### config.mk
export PLATFORM = sky130hd
export DESIGN_NAME = seq_restoring_divider
export DESIGN_NICKNAME = d
export VERILOG_FILES = /design/src/rtl/seq_restoring_divider_pkg.sv /design/src/rtl/seq_restoring_divider_fa.sv /design/src/rtl/seq_restoring_divider_step.sv /design/src/rtl/seq_restoring_divider.sv
export SDC_FILE = /design/constraint.sdc
export NUM_CORES = 1
export LEC_CHECK = 0
export CAP_MARGIN = 10
export CORE_ASPECT_RATIO = 0.9
export CORE_MARGIN = 2
export CORE_UTILIZATION = 47
export CTS_CLUSTER_SIZE = 30
export DETAILED_ROUTE_END_ITERATION = 6
export GPL_TIMING_DRIVEN = 0
export PLACE_DENSITY = 0.8
export REMOVE_ABC_BUFFERS = 1
export SLEW_MARGIN = 0
export SYNTH_ARGS = -nofsm -noshare
export SYNTH_HDL_FRONTEND = slang
export SYNTH_SLANG_ARGS = --single-unit
export TNS_END_PERCENT = 5
### constraint.sdc
create_clock -name clk -period 2.59 [get_ports clk]
set_clock_uncertainty 0.05 [all_clocks]
set_input_delay 0.777 -clock clk [delete_from_list [all_inputs] [get_ports clk]]
set_output_delay 0.777 -clock clk [all_outputs]
set_load 0.02 [all_outputs]
### src/rtl/seq_restoring_divider_pkg.sv
`default_nettype none
// ============================================================================
//  Module  : seq_restoring_divider_pkg
//  Brief   : Shared state encoding and default width for the restoring divider
//  Revision: 1.0 - initial release
// ============================================================================
package seq_restoring_divider_pkg;

    localparam int DEFAULT_WIDTH = 4;

    typedef enum logic [1:0] {
        S_IDLE = 2'd0,
        S_CALC = 2'd1,
        S_DONE = 2'd2
    } state_t;

endpackage
`default_nettype wire

### src/rtl/seq_restoring_divider_fa.sv
`default_nettype none
// ============================================================================
//  Module  : FullAdder
//  Brief   : One-bit full adder cell used in ripple subtractor chains
//  Revision: 1.0 - initial release
// ============================================================================
module FullAdder (
    input  logic i_a,
    input  logic i_b,
    input  logic i_cin,
    output logic o_sum,
    output logic o_cout
);

    assign o_sum  = i_a ^ i_b ^ i_cin;
    assign o_cout = (i_a & i_b) | (i_a & i_cin) | (i_b & i_cin);

endmodule
`default_nettype wire

### src/rtl/seq_restoring_divider_step.sv
`default_nettype none
// ============================================================================
//  Module  : div_step
//  Brief   : One restoring-division step: shift in a dividend bit, trial
//            subtract the divisor, keep or restore the partial remainder
//  Revision: 1.0 - initial release
// ============================================================================
module div_step
    import seq_restoring_divider_pkg::*;
#(
    parameter int WIDTH = DEFAULT_WIDTH
) (
    input  logic [WIDTH-1:0] i_r,
    input  logic             i_q_msb,
    input  logic [WIDTH-1:0] i_d,
    output logic [WIDTH-1:0] o_r_next,
    output logic             o_q_bit
);

    logic [WIDTH:0]   w_rs;
    logic [WIDTH:0]   w_diff;
    logic [WIDTH:0]   w_carry;
    logic [WIDTH-1:0] w_d_inv;

    assign w_rs       = {i_r, i_q_msb};
    assign w_d_inv    = ~i_d;
    assign w_carry[0] = 1'b1;

    // Rs + ~{0,D} + 1 as a ripple chain over the low WIDTH bits
    generate
        for (genvar i = 0; i < WIDTH; i++) begin : g_sub_bit
            FullAdder u_fa (
                .i_a    (w_rs[i]),
                .i_b    (w_d_inv[i]),
                .i_cin  (w_carry[i]),
                .o_sum  (w_diff[i]),
                .o_cout (w_carry[i+1])
            );
        end
    endgenerate

    // Top (sign) bit: divisor's inverted msb is 1, and only the sum is needed
    assign w_diff[WIDTH] = w_rs[WIDTH] ^ 1'b1 ^ w_carry[WIDTH];

    // Non-negative difference -> quotient bit 1 and keep diff; else restore.
    // The restored/kept remainder is always below D, so WIDTH bits suffice.
    assign o_q_bit  = ~w_diff[WIDTH];
    assign o_r_next = o_q_bit ? w_diff[WIDTH-1:0] : w_rs[WIDTH-1:0];

endmodule
`default_nettype wire

### src/rtl/seq_restoring_divider.sv
`default_nettype none
// ============================================================================
//  Module  : seq_restoring_divider
//  Brief   : Sequential unsigned restoring divider, one quotient bit per
//            clock, start/busy/done handshake, divide-by-zero flag
//  Revision: 1.0 - initial release
// ============================================================================
module seq_restoring_divider
    import seq_restoring_divider_pkg::*;
#(
    parameter int WIDTH = DEFAULT_WIDTH
) (
    input  logic             clk,
    input  logic             rst,
    input  logic             start,
    input  logic [WIDTH-1:0] A,
    input  logic [WIDTH-1:0] B,
    output logic             busy,
    output logic             done,
    output logic [WIDTH-1:0] quot,
    output logic [WIDTH-1:0] rem,
    output logic             div_by_zero
);

    localparam int CW = $clog2(WIDTH);

    state_t           r_state;
    state_t           w_state_next;
    logic [CW-1:0]    r_cnt;
    logic [WIDTH-1:0] r_R;
    logic [WIDTH-1:0] r_Q;
    logic [WIDTH-1:0] r_D;
    logic [WIDTH-1:0] r_quot;
    logic [WIDTH-1:0] r_rem;
    logic             r_dbz;

    logic [WIDTH-1:0] w_r_next;
    logic             w_q_bit;
    logic [WIDTH-1:0] w_q_next;

    div_step #(
        .WIDTH (WIDTH)
    ) u_step (
        .i_r      (r_R),
        .i_q_msb  (r_Q[WIDTH-1]),
        .i_d      (r_D),
        .o_r_next (w_r_next),
        .o_q_bit  (w_q_bit)
    );

    assign w_q_next = {r_Q[WIDTH-2:0], w_q_bit};

    // Next-state logic: zero divisor skips the iterative phase entirely
    always_comb begin
        w_state_next = r_state;
        case (r_state)
            S_IDLE: begin
                if (start) begin
                    w_state_next = (B == '0) ? S_DONE : S_CALC;
                end
            end
            S_CALC: begin
                if (r_cnt == '0) begin
                    w_state_next = S_DONE;
                end
            end
            S_DONE:  w_state_next = S_IDLE;
            default: w_state_next = S_IDLE;
        endcase
    end

    // State register
    always_ff @(posedge clk or posedge rst) begin
        if (rst) begin
            r_state <= S_IDLE;
        end else begin
            r_state <= w_state_next;
        end
    end

    // Operand capture, iteration registers and result registers
    always_ff @(posedge clk or posedge rst) begin
        if (rst) begin
            r_cnt  <= '0;
            r_R    <= '0;
            r_Q    <= '0;
            r_D    <= '0;
            r_quot <= '0;
            r_rem  <= '0;
            r_dbz  <= 1'b0;
        end else begin
            case (r_state)
                S_IDLE: begin
                    if (start) begin
                        r_D   <= B;
                        r_Q   <= A;
                        r_R   <= '0;
                        r_cnt <= CW'(WIDTH - 1);
                        if (B == '0) begin
                            r_quot <= '1;
                            r_rem  <= A;
                            r_dbz  <= 1'b1;
                        end
                    end
                end
                S_CALC: begin
                    r_R <= w_r_next;
                    r_Q <= w_q_next;
                    if (r_cnt == '0) begin
                        // Results land on entry to DONE so they are valid with done
                        r_quot <= w_q_next;
                        r_rem  <= w_r_next;
                        r_dbz  <= 1'b0;
                    end else begin
                        r_cnt <= r_cnt - 1'b1;
                    end
                end
                default: ;
            endcase
        end
    end

    assign busy        = (r_state != S_IDLE);
    assign done        = (r_state == S_DONE);
    assign quot        = r_quot;
    assign rem         = r_rem;
    assign div_by_zero = r_dbz;

endmodule
`default_nettype wire

# After elaboration in Yosys (flattened, before gate mapping)
# Index checks and enable logic that the tools add are counted.
# word_totals
register_bits,25
in_bits,11
# op_classes
n_addsub,1
n_eq_ne,6
muxes,24
n_bitwise,30
n_reduce_logical,10
# ops
op,count
two-way mux 4 bit,9
one-hot mux 4 bit (2 select lines),4
bitwise AND 1 bit,10
two-way mux 2 bit,5
!= test 2 bit (second input constant),4
OR 1 bit,8
one-hot mux 2 bit (2 select lines),2
XOR 1 bit,8
AND reduction 2 bit,3
logical NOT 2 bit,2
logical NOT 4 bit,1
NOT 4 bit,1
AND reduction 4 bit,1
nonzero test 2 bit,2
two-way mux 1 bit,3
NOT 1 bit,3
AND reduction 3 bit,1
== test 2 x 1 -> 1 bit (second input constant),1
== test 2 bit (second input constant),1
one-hot mux 1 bit (2 select lines),1
subtractor 2 x 1 -> 2 bit (second input constant),1

# Longest topological paths before layout
# Gate-level depths: netlist (run 1).
# logic_depth
depth_word,17
ltp_mapped,10
ltp_nobuf,10

# Cells and area by module
# A second synthesis (run 1) with hierarchy kept.
# hier_totals
cells_unflattened,97
hier_area_um2,1283.7
# modules_own_cells
module,instances,cells_per_inst,area_per_inst_um2,seq_area_each_um2
seq_restoring_divider,1,83,1123.6,625.6
FullAdder,4,1,20.0,0.0
div_step,1,10,80.1,0.0

# Least setup slack after synthesis (run 1)
# Ideal clock, no wire load.
# synth_timing
path_type,register to register
start,register r_D[0]
end,"register r_rem[1], in the netlist rem[1]"
t_arrival_ns,2.500
required_ns,2.461
slack_ns,-0.040
stages_incl_launch_ff,10
path_cell_list,dfrtp_1 > ha_1 > inv_1 > fa_1 > inv_1 > fa_1 > fa_1 > xnor2_1 > mux2_2 > a2bb2oi_1
# synth_via
elab_chain_len,17
word_cells_on_any_way,21
# synth_lines
element,line,rtl
"start, declared",seq_restoring_divider.sv:32,logic [WIDTH-1:0] r_D;
"start signal, assigned",seq_restoring_divider.sv:87,r_D <= '0;
"start signal, assigned",seq_restoring_divider.sv:95,r_D <= B;
NOT 4 bit *,seq_restoring_divider_step.sv:26,assign w_d_inv = ~i_d;
bitwise AND 1 bit,seq_restoring_divider_fa.sv:16,assign o_cout = (i_a & i_b) | (i_a & i_cin) | (i_b & i_cin);
OR 1 bit,seq_restoring_divider_fa.sv:16,
OR 1 bit *,seq_restoring_divider_fa.sv:16,
bitwise AND 1 bit,seq_restoring_divider_fa.sv:16,
OR 1 bit (2 in a row),seq_restoring_divider_fa.sv:16,
bitwise AND 1 bit,seq_restoring_divider_fa.sv:16,
OR 1 bit (2 in a row),seq_restoring_divider_fa.sv:16,
bitwise AND 1 bit,seq_restoring_divider_fa.sv:16,
OR 1 bit (2 in a row),seq_restoring_divider_fa.sv:16,
XOR 1 bit,seq_restoring_divider_step.sv:43,assign w_diff[WIDTH] = w_rs[WIDTH] ^ 1'b1 ^ w_carry[WIDTH];
two-way mux 4 bit *,seq_restoring_divider_step.sv:48,assign o_r_next = o_q_bit ? w_diff[WIDTH-1:0] : w_rs[WIDTH-1:0];
two-way mux 4 bit *,seq_restoring_divider.sv:109,if (r_cnt == '0) begin
one-hot mux 4 bit (2 select lines) *,seq_restoring_divider.sv:92,case (r_state)
"end signal, assigned",seq_restoring_divider.sv:112,r_rem <= w_r_next;
"end, declared",seq_restoring_divider.sv:34,logic [WIDTH-1:0] r_rem;
# Mark *: on every way between the ends. The rest lies on a longest branch, timed or not. The select of a mux whose other input is x is not followed.
# A chain may end at the register's enable or synchronous reset.

# Worst setup path in the final report (run 1)
# layout_timing
start,register r_state[1]
end,output busy
# layout_via
elab_chain_len,1
# layout_lines
element,line,rtl
"start, declared",seq_restoring_divider.sv:27,state_t r_state;
"start signal, assigned",seq_restoring_divider.sv:77,r_state <= w_state_next;
nonzero test 2 bit,seq_restoring_divider.sv:123,assign busy = (r_state != S_IDLE);
"end, declared",seq_restoring_divider.sv:18,"output logic busy,"
# Every way passes these cells.

==> results of run 1 <==
[area by class of cell]
class	instances	share of cell area, %
multi-input combinational	79	41.6
sequential	25	38.7
timing repair buffer	22	13.4
inverter	10	2.31
tap	30	2.31
clock buffer	4	1.62
[final timing paths]
| path | cells past startpoint | from | end |
|---|---|---|---|
| worst max-delay path | 2 | r_state[1] | busy |
| worst min-delay path | 1 | r_cnt[0] | r_cnt[0] |
| worst max register to register | 10 | r_Q[3] | rem[1] |
| worst min register to register | 1 | r_cnt[0] | r_cnt[0] |
| max in group asynchronous | 2 | rst | r_state[1] |
| min in group asynchronous | 2 | rst | quot[3] |
[metal layers]
metal  share of wire, %  track usage, %  vias up
met2                 47            29.3       18
met1                 49            26.3      460
li1                   -               -      461
met5                  0               0        -
met4                1.4            6.67        0
met3                2.3            2.13        4
[worst max-delay path: stages, from the launching register on]
cell             delay (ns)
dfrtp_2                0.57
or2_2                  0.34
clkdlybuf4s50_1        0.53
[cells in the final DEF, fill, tap and decap left out, types with 2 or more instances in the layout]
cell and instances:
nor3b_1 4, a22oi_1 2, dfrtp_1 23, nand3b_1 3, a21oi_1 5, a2111oi_0 4
nor2b_1 3, nand2_1 11, dfrtp_2 2, fa_2 2, a2bb2oi_1 2, nor2_1 3
a2bb2oi_2 2, inv_1 9, nor3_1 2, o21ai_0 3, mux2i_1 5, o22a_1 3
and2b_1 3, clkdlybuf4s50_1 21, clkbuf_4 3, mux2_2 3, and3b_1 3
[where the power goes]
part           leakage (nW)  switching [mW]  internal (mW)  total (mW)
registers             0.286           0.197          0.571       0.768
clock network        0.0150           0.112         0.0601       0.172
logic                 0.380           0.556          0.597        1.15
total                 0.681           0.865           1.23        2.09
[through the flow]
step           power [mW]  instance area, um2  hold slack, ns
6_report             2.09                1620           0.440
5_1_grt              2.27                1620           0.465
4_1_cts              2.01                1590           0.447
3_5_place_dp         1.78                1530           0.429
3_3_place_gp         1.73                1530           0.406
2_1_floorplan        1.44                1290           0.395
[logic make-up (layout without fill, tap and decap cells)]
logic type	Yosys count	after routing	share of synthesized area (%)
adders and majority gates	5	5	6.43
buffers and inverters	16	36	5.67
DFF	25	25	47.3
and+or+nand+nor	37	37	16.6
xor gates and xnor gates	1	1	0.662
muxes	10	10	7.94
AOI/OAI and AO/OA	26	26	15.4
[timing repair]
action,CTS,global route
setup buffers,0,1
gates cloned,0,0
pin swaps,0,5
endpoints found under the setup margin,16,12
gates resized for setup,5,8
[state kept, by name, indices dropped and copies added, names as in the netlist]
register and flops:
rem 4, r_R 4, r_state 2, r_cnt 2, quot 4, div_by_zero 1
r_D 4, r_Q 4
==> flow_summary_export.csv, run 1 <==
group,metric,value,unit
worst_hold_path,hold_path.class,"flop to flop",
yosys,yosys-top-cells-count,"dfrtp_1, nand2_1, inv_1, mux2i_1",
critical_path,arrival,1.75,ns
timing,slew_violations,0,
yosys,synthesis.area,1320,um2
yosys,ys.flop_type,"dfrtp_1",
floorplan,rows,18,
clocking,htreeDepth,1,
grt,grt_overflow_total,0,
yosys,synth.avg_cell_area,11.0,um2
placement,portBuffers,21,
critical_path,r2r_slack,0.10,ns
clocking,cts_root_buf,"clkbuf_4",
final_layout,final_nets,157,
clocking,cts_tree,"yes",
run_status,status,"finished clean",
yosys,ys_top_cells_by_area,"dfrtp_1, fa_1, mux2i_1",
yosys,postSynthCellCount,120,
critical_path,cp.required,1.76,ns
grt,grt_start_max_net_pins,26,
timing,setup_slack,0.0115,ns
critical_path,cp_max_fo,23,
timing,fin_crit_sh,99.6,%
yosys,yosysTopAreaCellShare,47.3,%
timing,period_minus_slack,2.58,ns
timing,tightest_slew,0.929,ns
clocking,path_clk_slew,0.14,ns
placement,dp_slack,-0.350,ns
final_layout,register_area,628,um2
yosys,synth_cell_type_count,33,
yosys,synth.ff_latch_count,25,
yosys,synth-edff-count,0,
placement,hpwl,1850,um
critical_path,cp-end-kind,"output pin",
timing,slew_headroom,38.0,%
power,p_per_area,1290,nW/um2
floorplan,initial_core_util,49.0,%
routing,drc,0,
final_layout,num_antenna_cells,0,
timing,max_freq,388,MHz
final_layout,multi_input_area,674,um2
floorplan,die_y,54.3,um
critical_path,setup.worst_path.start_class,"flop",
routing,routed_wl,2570,um
floorplan,core-area,2700,um2
clocking,clock-sinks,25,
routing,ant_nets,0,
clocking,cts_buffers,3,
power,power_leakage,0.681,nW
routing,vias_per_cell,5.55,
critical_path,crit_type,"flop to output pin",
routing,drtPass1Iterations,4,
yosys,synth_top_cell_by_area,"dfrtp_1",
final_layout,fin_util,60.0,%
routing,via_count,943,
timing,setup_viol,0,
timing,fin_tns_setup,0,ns
final_layout,final_cells,170,
final_layout,drive_above_1_share,15.7,%
grt,antenna_found_initial,0,
yosys,seq_area_frac_synth,47.3,%
grt,grtUsageTotal,18.5,%
timing,hold_viol,0,
placement,dp.cells,165,
clocking,postCtsHoldBufs,0,
timing,rsz0062_at_grt,"true",
yosys,yosysWarnings,0,
grt,grt_pass1_vias,1010,
yosys,synth.most_common_cell,"dfrtp_1",
clocking,cts_max_path_buffers,2,
yosys,synthArstFlopShare,100,%
floorplan,ios,22,
run,drv_cap,0,
floorplan,fp.dieW,59.9,um
routing,drt_iter0_markers,50,
clocking,clock_latency,0.31,ns
final_layout,n_fill_cell,236,
floorplan,dieArea,3260,um2
grt,grt_pass1_wl,4510,um
placement,gp_congestion,0.754,
final_layout,synthToLayoutAreaGrowth,22.5,%
power,irDropWorstVdd,0.509,mV
routing,post_drt_wl_per_cell,15.1,um
Note: power is estimated with default switching activity, not from simulation.
==> inputs of run 2 (changes only) <==
Settings changed: CORE_MARGIN 2 to unset, CORE_UTILIZATION 47 to 46, PLACE_DENSITY 0.8 to 0.79, SYNTH_HIERARCHICAL set to 1, TNS_END_PERCENT 5 to 10.
==> flow_summary_export.csv, run 2 <==
group,metric,value,unit
yosys,synth-edff-count,0,
routing,drtPass1Iterations,6,
grt,grtUsageMet1,23.7,%
grt,grt_overflow_total,0,
routing,routed_wl,2450,um
yosys,synth_top_cell_by_area,"dfrtp_1",
grt,antenna_found_initial,0,
clocking,cts_max_path_buffers,2,
power,p_comb_share,61.6,%
floorplan,core-area,2550,um2
routing,post_drt_wl_per_cell,16.4,um
timing,rsz0062_at_grt,"true",
timing,setup_viol,10,
placement,gp_congestion,0.752,
worst_hold_path,hold_path.class,"flop to flop",
grt,grt_start_max_net_pins,26,
clocking,cts_tree,"yes",
timing,tightest_slew,1.21,ns
yosys,synth.avg_cell_area,13.2,um2
critical_path,setup.worst_path.start_class,"flop",
critical_path,arrival,3.40,ns
clocking,clock-sinks,25,
critical_path,crit_type,"flop to flop",
yosys,synth_cell_type_count,31,
yosys,ys_top_cells_by_area,"dfrtp_1, mux2_2, fa_1",
power,switchingPower,0.907,mW
floorplan,dieArea,3010,um2
grt,use_met3,4.48,%
clocking,cts_root_buf,"clkbuf_4",
timing,setup_slack,-0.655,ns
clocking,postCtsHoldBufs,0,
critical_path,cp-end-kind,"flop",
run_status,status,"complete, but fails checks",
grt,grt_pass1_vias,875,
power,seq_power_share,31.1,%
routing,vias_per_cell,5.62,
critical_path,cp.required,2.75,ns
yosys,yosysTopAreaCellShare,48.7,%
power,power.internal,1.47,mW
clocking,clock_latency,0.32,ns
routing,ant_nets,0,
power,clock_power_share,7.2,%
timing,fin_crit_sh,125,%
yosys,synth.ff_latch_count,25,
placement,hpwl,1710,um
grt,grtUsageTotal,19.2,%
yosys,synthesis.area,1280,um2
power,swShare,38.2,%
placement,portBuffers,21,
yosys,synthArstFlopShare,100,%
timing,hold_viol,0,
final_layout,num_antenna_cells,0,
final_layout,mostFrequentLayoutCell,"dfrtp_1",
final_layout,final_cell_mix,"dfrtp_1, clkdlybuf4s50_1, mux2_4, inv_1, mux2_2",
floorplan,die_y,52.1,um
yosys,postSynthCellCount,97,
floorplan,ios,22,
timing,slew_violations,0,
run_status,failed_checks,"design-rule violations, negative setup slack",
placement,dp.cells,142,
power,p_per_area,1480,nW/um2
final_layout,drive_above_1_share,30.6,%
routing,via_count,838,
routing,drt_iter0_markers,36,
clocking,cts_buffers,3,
run,drv_cap,0,
timing,slew_headroom,19.3,%
final_layout,synthToLayoutAreaGrowth,24.6,%
yosys,ys.flop_type,"dfrtp_1",
grt,use_met2,32.9,%
final_layout,fin_util,62.6,%
critical_path,cp_max_fo,5,
timing,max_freq,308,MHz
grt,busiest_layer,"met2",
final_layout,final_cells,149,
floorplan,fp.dieW,57.7,um
yosys,seq_area_frac_synth,48.7,%
power,power_leakage,0.689,nW
clocking,htreeDepth,1,
final_layout,final_nets,138,
routing,drc,1,
yosys,synth.most_common_cell,"dfrtp_1",
floorplan,initial_core_util,50.3,%
final_layout,n_fill_cell,207,
power,irDropWorstVdd,0.584,mV
timing,period_minus_slack,3.24,ns
yosys,yosys-top-cells-count,"dfrtp_1, mux2_2, inv_1",
floorplan,rows,17,
grt,grt_pass1_wl,4110,um
clocking,path_clk_slew,0.14,ns
yosys,yosysWarnings,6,
[run 2: cell types whose count changed after synthesis, moves of 4 or more]
cell       change
a22o_1         +4
mux2_4         +4
o22a_2         +4
a2bb2oi_1      -4
nand2_1        -7
a2111oi_0      -4
mux2_2         +8
[run 2: worst max-delay path: stages (launching register included)]
cell and delay (ns):
dfrtp_1 0.44, fa_2 0.40, fa_2 0.36, fa_2 0.36
fa_2 0.39, xor2_4 0.26, mux2_4 0.35, mux2_4 0.26
mux2_4 0.25
[run 2: kinds of logic after synthesis]
group / after synthesis / synth area share (%)
buf+inv: 11 / 4.19
xor+xnor: 1 / 1.27
other cells: 1 / 0.292
simple gates: 16 / 8.09
mux: 20 / 18.3
fa+ha+maj: 5 / 7.21
compound gates: 18 / 11.9
flops: 25 / 48.7
[run 2: metrics by stage]
step	power (mW)	setup WS (ns)	TNS (ns)	cell area, um2	hold slack [ns]
3_5_place_dp	1.98	-0.934	-6.85	1510	0.431
6_report	2.37	-0.655	-4.16	1600	0.453
4_1_cts	2.35	-0.699	-4.56	1590	0.447
5_1_grt	2.54	-0.699	-4.74	1600	0.485
3_3_place_gp	1.91	-0.866	-12.25	1500	0.406
2_1_floorplan	1.59	-0.689	-4.28	1260	0.395
[run 2: layout make-up]
| type | count | area [um2] | area share (%) |
|---|---|---|---|
| Sequential cell | 25 | 626 | 39.1 |
| Clock buffer | 4 | 26.3 | 1.64 |
| Timing Repair Buffer | 24 | 233 | 14.6 |
| Tap cell | 28 | 35.0 | 2.19 |
| Inverter | 7 | 26.3 | 1.64 |
| Multi-Input combinational cell | 61 | 653 | 40.8 |
[run 2: metal layers]
layer,vias up,share of wire (%)
li1,387,-
met1,433,45
met2,16,51
met3,2,2.7
met4,0,0.78
met5,-,0
[run 2: worst paths after layout]
| check | startpoint | to | slack (ns) | depth (start not counted) |
|---|---|---|---|---|
| min | r_cnt[0] | r_cnt[0] | 0.45 | 1 |
| max | r_Q[3] | rem[1] | -0.65 | 8 |
| min in group asynchronous | rst | r_D[0] | 0.89 | 2 |
| min reg2reg | r_cnt[0] | r_cnt[0] | 0.45 | 1 |
| max reg2reg | r_Q[3] | rem[1] | -0.65 | 8 |
| max in group asynchronous | rst | rem[1] | 1.02 | 2 |
[run 2: repair_timing]
action / in CTS / in global routing
endpoints found under the hold margin: 0 / 0
buffers inserted: 2 / 1
pin swaps: 2 / 2
resized for setup: 11 / 0
setup endpoints to repair: 10 / 10
[run 2: power groups by stage]
stage               combinational [mW]  sequential (mW)  clock (mW)
floorplan                        0.812            0.783           0
global placement                  1.19            0.724           0
detailed placement                1.24            0.740           0
CTS                               1.44            0.736       0.178
global route                      1.58            0.764       0.197
finish                            1.46            0.738       0.172
==> inputs of run 3 (changes only) <==
Settings changed: CTS_CLUSTER_SIZE 30 to unset, GPL_ROUTABILITY_DRIVEN set to 0, SLEW_MARGIN 0 to unset.
==> results of run 3 <==
No change in the layout: final DEF, timing and power equal those of run 2.
